[src/rtl/f_pc_gen_pkg.sv]
// ----------------------------------------------------------------------------
// f_pc_gen_pkg
// Shared definitions for the fetch-stage PC generator:
//   - npc_op_e : D-stage next-PC operation encoding (2 bits)
//   - DEF_RESET_PC / DEF_EXC_PC : default reset and exception handler vectors
// ----------------------------------------------------------------------------
package f_pc_gen_pkg;

  typedef enum logic [1:0] {
    NPC_SEQ = 2'd0,  // pc_F + 4
    NPC_B   = 2'd1,  // conditional branch, taken when b_taken
    NPC_J   = 2'd2,  // jump with 26-bit instruction index
    NPC_JR  = 2'd3   // jump register
  } npc_op_e;

  localparam logic [31:0] DEF_RESET_PC = 32'h0000_3000;
  localparam logic [31:0] DEF_EXC_PC   = 32'h0000_4180;

endpackage : f_pc_gen_pkg

[src/rtl/f_npc_sel.sv]
// ----------------------------------------------------------------------------
// f_npc_sel
// Purely combinational next-state logic for the fetch PC: computes every
// candidate target and applies the priority
//   exception > ERET (held while stalled) > pending ERET > stall > D-stage op.
// Ports:
//   pc_F, eret_pend, hold      : current register state from the top level
//   stall_F, req, eret, epc    : hazard unit / exception controller inputs
//   pc_D, npc_op, b_taken,
//   imm26, rs_val              : D-stage control-flow inputs
//   pc_next, eret_pend_next,
//   hold_next                  : next values for the top-level registers
// ----------------------------------------------------------------------------
module f_npc_sel
  import f_pc_gen_pkg::*;
#(
  parameter int          ADDR_W    = 32,
  parameter logic [31:0] EXC_PC    = DEF_EXC_PC,
  parameter bit          ERET_ADD4 = 1'b1
) (
  input  logic [ADDR_W-1:0] pc_F,
  input  logic              eret_pend,
  input  logic [ADDR_W-1:0] hold,
  input  logic              stall_F,
  input  logic              req,
  input  logic              eret,
  input  logic [ADDR_W-1:0] epc,
  input  logic [ADDR_W-1:0] pc_D,
  input  logic [1:0]        npc_op,
  input  logic              b_taken,
  input  logic [25:0]       imm26,
  input  logic [ADDR_W-1:0] rs_val,
  output logic [ADDR_W-1:0] pc_next,
  output logic              eret_pend_next,
  output logic [ADDR_W-1:0] hold_next
);

  localparam logic [ADDR_W-1:0] EXC_VEC = EXC_PC[ADDR_W-1:0];
  localparam logic [ADDR_W-1:0] FOUR    = ADDR_W'(4);

  logic [ADDR_W-1:0] seq_tgt;
  logic [ADDR_W-1:0] br_off;
  logic [ADDR_W-1:0] br_tgt;
  logic [ADDR_W-1:0] jmp_tgt;
  logic [ADDR_W-1:0] eret_tgt;

  assign seq_tgt  = pc_F + FOUR;
  // Word offset: sign-extend the 16-bit immediate and scale by 4.
  assign br_off   = {{(ADDR_W-18){imm26[15]}}, imm26[15:0], 2'b00};
  assign br_tgt   = pc_D + FOUR + br_off;
  assign eret_tgt = ERET_ADD4 ? (epc + FOUR) : epc;

  // With a 28-bit PC the instruction index covers the whole address, so there
  // are no upper pc_D bits to splice in.
  generate
    if (ADDR_W > 28) begin : g_jmp_region
      assign jmp_tgt = {pc_D[ADDR_W-1:28], imm26, 2'b00};
    end else begin : g_jmp_full
      assign jmp_tgt = {imm26, 2'b00};
    end
  endgenerate

  always_comb begin
    // NOTE: every output gets a default first so no path leaves it unassigned,
    // which would otherwise infer a latch.
    pc_next        = pc_F;
    eret_pend_next = eret_pend;
    hold_next      = hold;

    if (req) begin
      // Exception entry overrides stalls and discards any pending ERET.
      pc_next        = EXC_VEC;
      eret_pend_next = 1'b0;
    end else if (eret && stall_F) begin
      // Park the ERET target until fetch is released; a later ERET overwrites.
      eret_pend_next = 1'b1;
      hold_next      = eret_tgt;
    end else if (eret) begin
      pc_next        = eret_tgt;
      eret_pend_next = 1'b0;
    end else if (eret_pend && !stall_F) begin
      pc_next        = hold;
      eret_pend_next = 1'b0;
    end else if (!stall_F) begin
      case (npc_op_e'(npc_op))
        NPC_B:   pc_next = b_taken ? br_tgt : seq_tgt;
        NPC_J:   pc_next = jmp_tgt;
        NPC_JR:  pc_next = rs_val;
        default: pc_next = seq_tgt;
      endcase
    end
  end

endmodule : f_npc_sel

[src/rtl/f_pc_gen.sv]
// ----------------------------------------------------------------------------
// f_pc_gen
// Fetch-stage program-counter generator. Holds the fetch PC, the pending-ERET
// flag and the held ERET target; flags fetch-address errors (AdEL) on pc_F.
// Ports:
//   clk, reset (sync, active-low)
//   stall_F             : hold PC (hazard unit)
//   req, eret, epc      : exception entry / ERET from the M-stage controller
//   pc_D, npc_op, b_taken, imm26, rs_val : D-stage control-flow inputs
//   pc_F                : registered fetch PC
//   exc_adel_F          : pc_F misaligned or outside [IMEM_LO, IMEM_HI]
//   eret_pend           : an ERET redirect is held awaiting stall release
// ----------------------------------------------------------------------------
module f_pc_gen
  import f_pc_gen_pkg::*;
#(
  parameter int          ADDR_W    = 32,
  parameter logic [31:0] RESET_PC  = DEF_RESET_PC,
  parameter logic [31:0] EXC_PC    = DEF_EXC_PC,
  parameter bit          ERET_ADD4 = 1'b1,
  parameter logic [31:0] IMEM_LO   = 32'h0000_3000,
  parameter logic [31:0] IMEM_HI   = 32'h0000_6FFC
) (
  input  logic              clk,
  input  logic              reset,
  input  logic              stall_F,
  input  logic              req,
  input  logic              eret,
  input  logic [ADDR_W-1:0] epc,
  input  logic [ADDR_W-1:0] pc_D,
  input  logic [1:0]        npc_op,
  input  logic              b_taken,
  input  logic [25:0]       imm26,
  input  logic [ADDR_W-1:0] rs_val,
  output logic [ADDR_W-1:0] pc_F,
  output logic              exc_adel_F,
  output logic              eret_pend
);

  logic [ADDR_W-1:0] hold;
  logic [ADDR_W-1:0] pc_next;
  logic              eret_pend_next;
  logic [ADDR_W-1:0] hold_next;
  logic [31:0]       pc_ext;

  f_npc_sel #(
    .ADDR_W    (ADDR_W),
    .EXC_PC    (EXC_PC),
    .ERET_ADD4 (ERET_ADD4)
  ) u_npc_sel (
    .pc_F           (pc_F),
    .eret_pend      (eret_pend),
    .hold           (hold),
    .stall_F        (stall_F),
    .req            (req),
    .eret           (eret),
    .epc            (epc),
    .pc_D           (pc_D),
    .npc_op         (npc_op),
    .b_taken        (b_taken),
    .imm26          (imm26),
    .rs_val         (rs_val),
    .pc_next        (pc_next),
    .eret_pend_next (eret_pend_next),
    .hold_next      (hold_next)
  );

  // NOTE: registers use non-blocking assignments so every flop samples the
  // pre-edge value of its inputs regardless of statement order.
  always_ff @(posedge clk) begin
    if (!reset) begin
      pc_F      <= RESET_PC[ADDR_W-1:0];
      eret_pend <= 1'b0;
      hold      <= '0;
    end else begin
      pc_F      <= pc_next;
      eret_pend <= eret_pend_next;
      hold      <= hold_next;
    end
  end

  // Range limits are 32-bit, so compare against the zero-extended PC.
  assign pc_ext     = 32'(pc_F);
  assign exc_adel_F = (pc_F[1:0] != 2'b00) || (pc_ext < IMEM_LO) || (pc_ext > IMEM_HI);

endmodule : f_pc_gen
[config.mk]
export PLATFORM = sky130hd
export DESIGN_NAME = f_pc_gen
export DESIGN_NICKNAME = d
export VERILOG_FILES = /design/src/rtl/f_pc_gen_pkg.sv /design/src/rtl/f_npc_sel.sv /design/src/rtl/f_pc_gen.sv
export SDC_FILE = /design/constraint.sdc
export NUM_CORES = 1
export LEC_CHECK = 0
export CAP_MARGIN = 15
export CORE_ASPECT_RATIO = 0.6
export CORE_UTILIZATION = 29
export CTS_CLUSTER_DIAMETER = 200
export DETAILED_ROUTE_END_ITERATION = 16
export GPL_TIMING_DRIVEN = 0
export MAX_ROUTING_LAYER = met4
export PLACE_DENSITY = 0.63
export SYNTH_ARGS = -nofsm -noshare
export SYNTH_HDL_FRONTEND = slang
export SYNTH_HIERARCHICAL = 1
export SYNTH_SLANG_ARGS = --single-unit
[constraint.sdc]
create_clock -name clk -period 7.6 [get_ports clk]
set_input_delay 1.9 -clock clk [delete_from_list [all_inputs] [get_ports clk]]
set_output_delay 1.9 -clock clk [all_outputs]
set_load 0.05 [all_outputs]
==> results of run 1 <==
cells in the mapped netlist, drive strengths merged, types with 13 or more instances:
cell | number | area (um2)
nand2 | 101 | 382
a211oi | 15 | 113
nor3 | 20 | 100
nor2 | 77 | 297
a21oi | 91 | 455
a221oi | 13 | 120
o21ai | 79 | 395
clkbuf | 49 | 269
a31oi | 13 | 81.3
ha | 59 | 738
mux2 | 17 | 191
nand3 | 42 | 215
nand4 | 16 | 115
xnor2 | 35 | 307
inv | 18 | 67.6
and3 | 22 | 140
dfxtp | 65 | 1300
and2 | 72 | 450
xor2 | 37 | 324
worst max-delay path by stage:
stage,start,endpoint,slack (ns),cells after the start
4_1_cts,imm26[15],pc_F[27],2.14,12
3_5_place_dp,imm26[15],pc_F[27],1.78,12
2_1_floorplan,pc_D[3],pc_F[9],2.87,13
6_report,imm26[15],pc_F[27],2.15,12
3_3_place_gp,imm26[15],pc_F[27],1.78,12
5_1_grt,imm26[15],pc_F[27],1.90,12
layout make-up:
type | count | area, um2 | share of cell area (%)
repair buffers | 160 | 1600 | 16.0
well taps | 352 | 440 | 4.41
clock buffers | 12 | 256 | 2.57
inverters | 20 | 75.1 | 0.751
plain buffers | 63 | 342 | 3.42
multi-input cells | 885 | 5930 | 59.4
flip-flops and latches | 65 | 1300 | 13.0
clock inverters | 3 | 40.0 | 0.401
metrics by stage:
step / total power [W] / instance area, um2 / setup slack (ns) / hold slack, ns
floorplan: 0.000718 / 7650 / 2.87 / 0.517
global placement: 0.000947 / 9690 / 1.78 / 0.532
detailed placement: 0.000947 / 9690 / 1.78 / 0.541
CTS: 0.00137 / 9990 / 2.14 / 0.554
global route: 0.00144 / 9990 / 1.90 / 0.595
finish: 0.00138 / 9990 / 2.15 / 0.552
registers in the layout, summed over array words and instances (netlist names):
signal / flops
eret_pend: 1
hold: 32
pc_F: 32
cells by family after synthesis:
| logic type | share of synthesized area (%) |
|---|---|
| AOI/OAI and AO/OA | 27.0 |
| buffers and inverters | 5.44 |
| xor gates and xnor gates | 8.24 |
| muxes | 4.82 |
| DFF | 17.0 |
| adders and majority gates | 9.91 |
| and+or+nand+nor | 27.6 |
power groups by stage:
stage	registers, W	clock network (W)	logic, W
3_3_place_gp	0.000386	0	0.000561
2_1_floorplan	0.000408	0	0.000310
5_1_grt	0.000380	0.000444	0.000619
4_1_cts	0.000378	0.000432	0.000565
3_5_place_dp	0.000385	0	0.000562
6_report	0.000379	0.000428	0.000577
worst max-delay path, delay by kind of cell:
family	cells	cell delay [ns]
buf+inv	1	0.89
compound gates	4	0.91
fa+ha+maj	2	0.74
simple gates	5	1.24
layer usage:
layer | up-vias | track usage (%) | wire length (um)
met3 | 45 | 6.57 | 3690
li1 | 4169 | - | -
met5 | - | - | 0
met2 | 483 | 37.2 | 14200
met1 | 4316 | 40.9 | 18400
met4 | 0 | 5.16 | 667
==> out/qor.tcl, run 1 <==
set qor(netSwitchingPower_w) 0.000522
set qor(floorplan.die_area_mm2) 0.0271
set qor(clk_pin_slew_worst_paths_ns) 0.06
set qor(p_comb_share_pct) 41.7
set qor(finalHoldViolCount) 0
set qor(remaining_drc_errors) 0
set qor(clockRootBuffer) {sky130_fd_sc_hd__clkbuf_16}
set qor(grt_pass1_vias) 8424
set qor(postCtsSetupBuffers) 0
set qor(leakage_nw) 3.88
set qor(timing.setup.tns_ns) 0
set qor(drtIter0Drc) 1038
set qor(floorplan.io_pins) 164
set qor(syn-mean-instance-area_um2) 7.41
set qor(cts_num_sinks) 65
set qor(clockBufferDepth) 2
set qor(postCtsHoldBufs) 0
set qor(nFillCells) 2717
set qor(synth_cells) 1033
set qor(syn2layout_area_growth_pct) 30.6
set qor(mostFrequentLayoutCells) {160 x sky130_fd_sc_hd__clkdlybuf4s50_1, 100 x sky130_fd_sc_hd__nand2_1, 91 x sky130_fd_sc_hd__a21oi_1}
set qor(timing_worst_slew_pin_value_ns) 0.908
set qor(worstHoldPathType) {flop to flop}
set qor(ctsResizeCount) 0
set qor(fraction_of_registers_with_async_set_reset_pct) 0
set qor(crit-reg2reg-launch) {pc_F[2]}
set qor(criticalPathCategory) {input port to flop}
set qor(detailroute.via_count) 9013
set qor(drtAntennaViolNets) 0
set qor(final_core_util_pct) 39.0
set qor(grt_start_max_net_pins) 17
set qor(data_required_time_at_the_worst_endpoint_ns) 7.84
set qor(drive_above_1_share_pct) 6.04
set qor(endpoint_of_the_worst_hold_timing_path) {hold[7]}
set qor(setup_repair_after_global_routing_missed_its_margin) {false}
set qor(cts_made_buffers) 9
set qor(hpwl_mm) 30.4
set qor(tritoncts) {built}
set qor(drt-pass1-iter-count) 6
set qor(antenna_found_initial) 1
set qor(wl_per_cell_um) 23.7
set qor(power.share.switching_pct) 37.7
set qor(clkPwrFrac_pct) 31.0
set qor(die_height_um) 128
set qor(internal_power_w) 0.000862
set qor(slowest_stage) {sky130_fd_sc_hd__clkdlybuf4s50_1}
set qor(grt_first_pass_wirelength_mm) 53.1
set qor(power_density_mw_per_mm2) 138
set qor(layoutNonFillerInstCount) 1560
set qor(nets) 1394
set qor(post_route_clock_period_utilization_pct) 71.8
set qor(critical_path.cell_chain) {clkdlybuf4s50_1 -> ha_1 -> ha_1 -> a21oi_1 -> o21ai_1 -> or3_1 -> or3_1 -> and2_1 -> a21oi_1 -> nor3_1 -> o31a_1 -> and2_1}
set qor(max_freq_mhz) 183
set qor(max-vdd-ir-drop_uv) 112
set qor(fin_crit_ns) 5.45
set qor(synth.lib_cells_used.distinct) 88
set qor(timing_max_transition_violations_final) 0
set qor(wirelength_mm) 36.9
set qor(chipWidth_um) 212
set qor(placed_cells_incl_taps) 1545
set qor(synthesis.area_mm2) 0.00765
set qor(postSynthRegisterBits) 65
set qor(mostFrequentLayoutCell) {sky130_fd_sc_hd__clkdlybuf4s50_1}
set qor(number_of_buffers_inserted_by_port_buffering) 160
set qor(pwr-share-seq_pct) 27.4
set qor(placement_rows) 45
set qor(regToRegSetupSlack_ns) 4.70
set qor(yosys_most_used_dff) {sky130_fd_sc_hd__dfxtp_1}
set qor(yosysWarningCount) 6
set qor(insertion_delay_ns) 0.34
set qor(gr-total-overflow) 0
set qor(setup.worst_path.start_class) {input port}
set qor(setup.worst_path.end_class) {flop}
set qor(r2r.worst_path.cells) 10
set qor(worst_r2r_endpoint) {pc_F[18]}
set qor(synth-edff-count) 0
set qor(setup_viol) 0
set qor(mappedNetlistNets) 1223
set qor(hp-start) {hold[7]}
set qor(global_route_usage_over_all_layers_pct) 27.6
set qor(cts.htree.levels) 3
set qor(max_transition_margin_pct) 39.2
set qor(crit_path_max_incr_delay_ns) 0.89
set qor(hold_depth) 3
set qor(fp.coreArea_mm2) 0.0256
set qor(num_antenna_cells) 0
set qor(outcome) {complete, no violations}
set qor(timing.clock.skew_ns) 0.0103
set qor(crit_fanout) 16
set qor(globalplace.congestion) 0.960
set qor(cp.arrival_ns) 5.69
set qor(floorplan.initialDensity_pct) 29.9
set qor(count_of_max_cap_constraint_violations) 0
set qor(share_of_the_yosys_chip_area_belonging_to_registers_pct) 17.0
set qor(drt-vias-per-instance) 5.78
Note: power is estimated with default switching activity, not from simulation.
==> inputs of run 2 (changes only) <==
clock period = 5.56 ns   (was 7.6 ns; I/O delays follow)
==> results of run 2 <==
The final DEF is identical to that of run 1. Status: complete, no violations.
Among the figures that moved: setup slack after placement 1.78 ns -> 0.248 ns; setup slack after layout 2.15 ns -> 0.615 ns; register-to-register setup slack 4.70 ns -> 2.66 ns; total power 0.00138 W -> 0.00189 W; worst IR drop on VDD 112 uV -> 154 uV
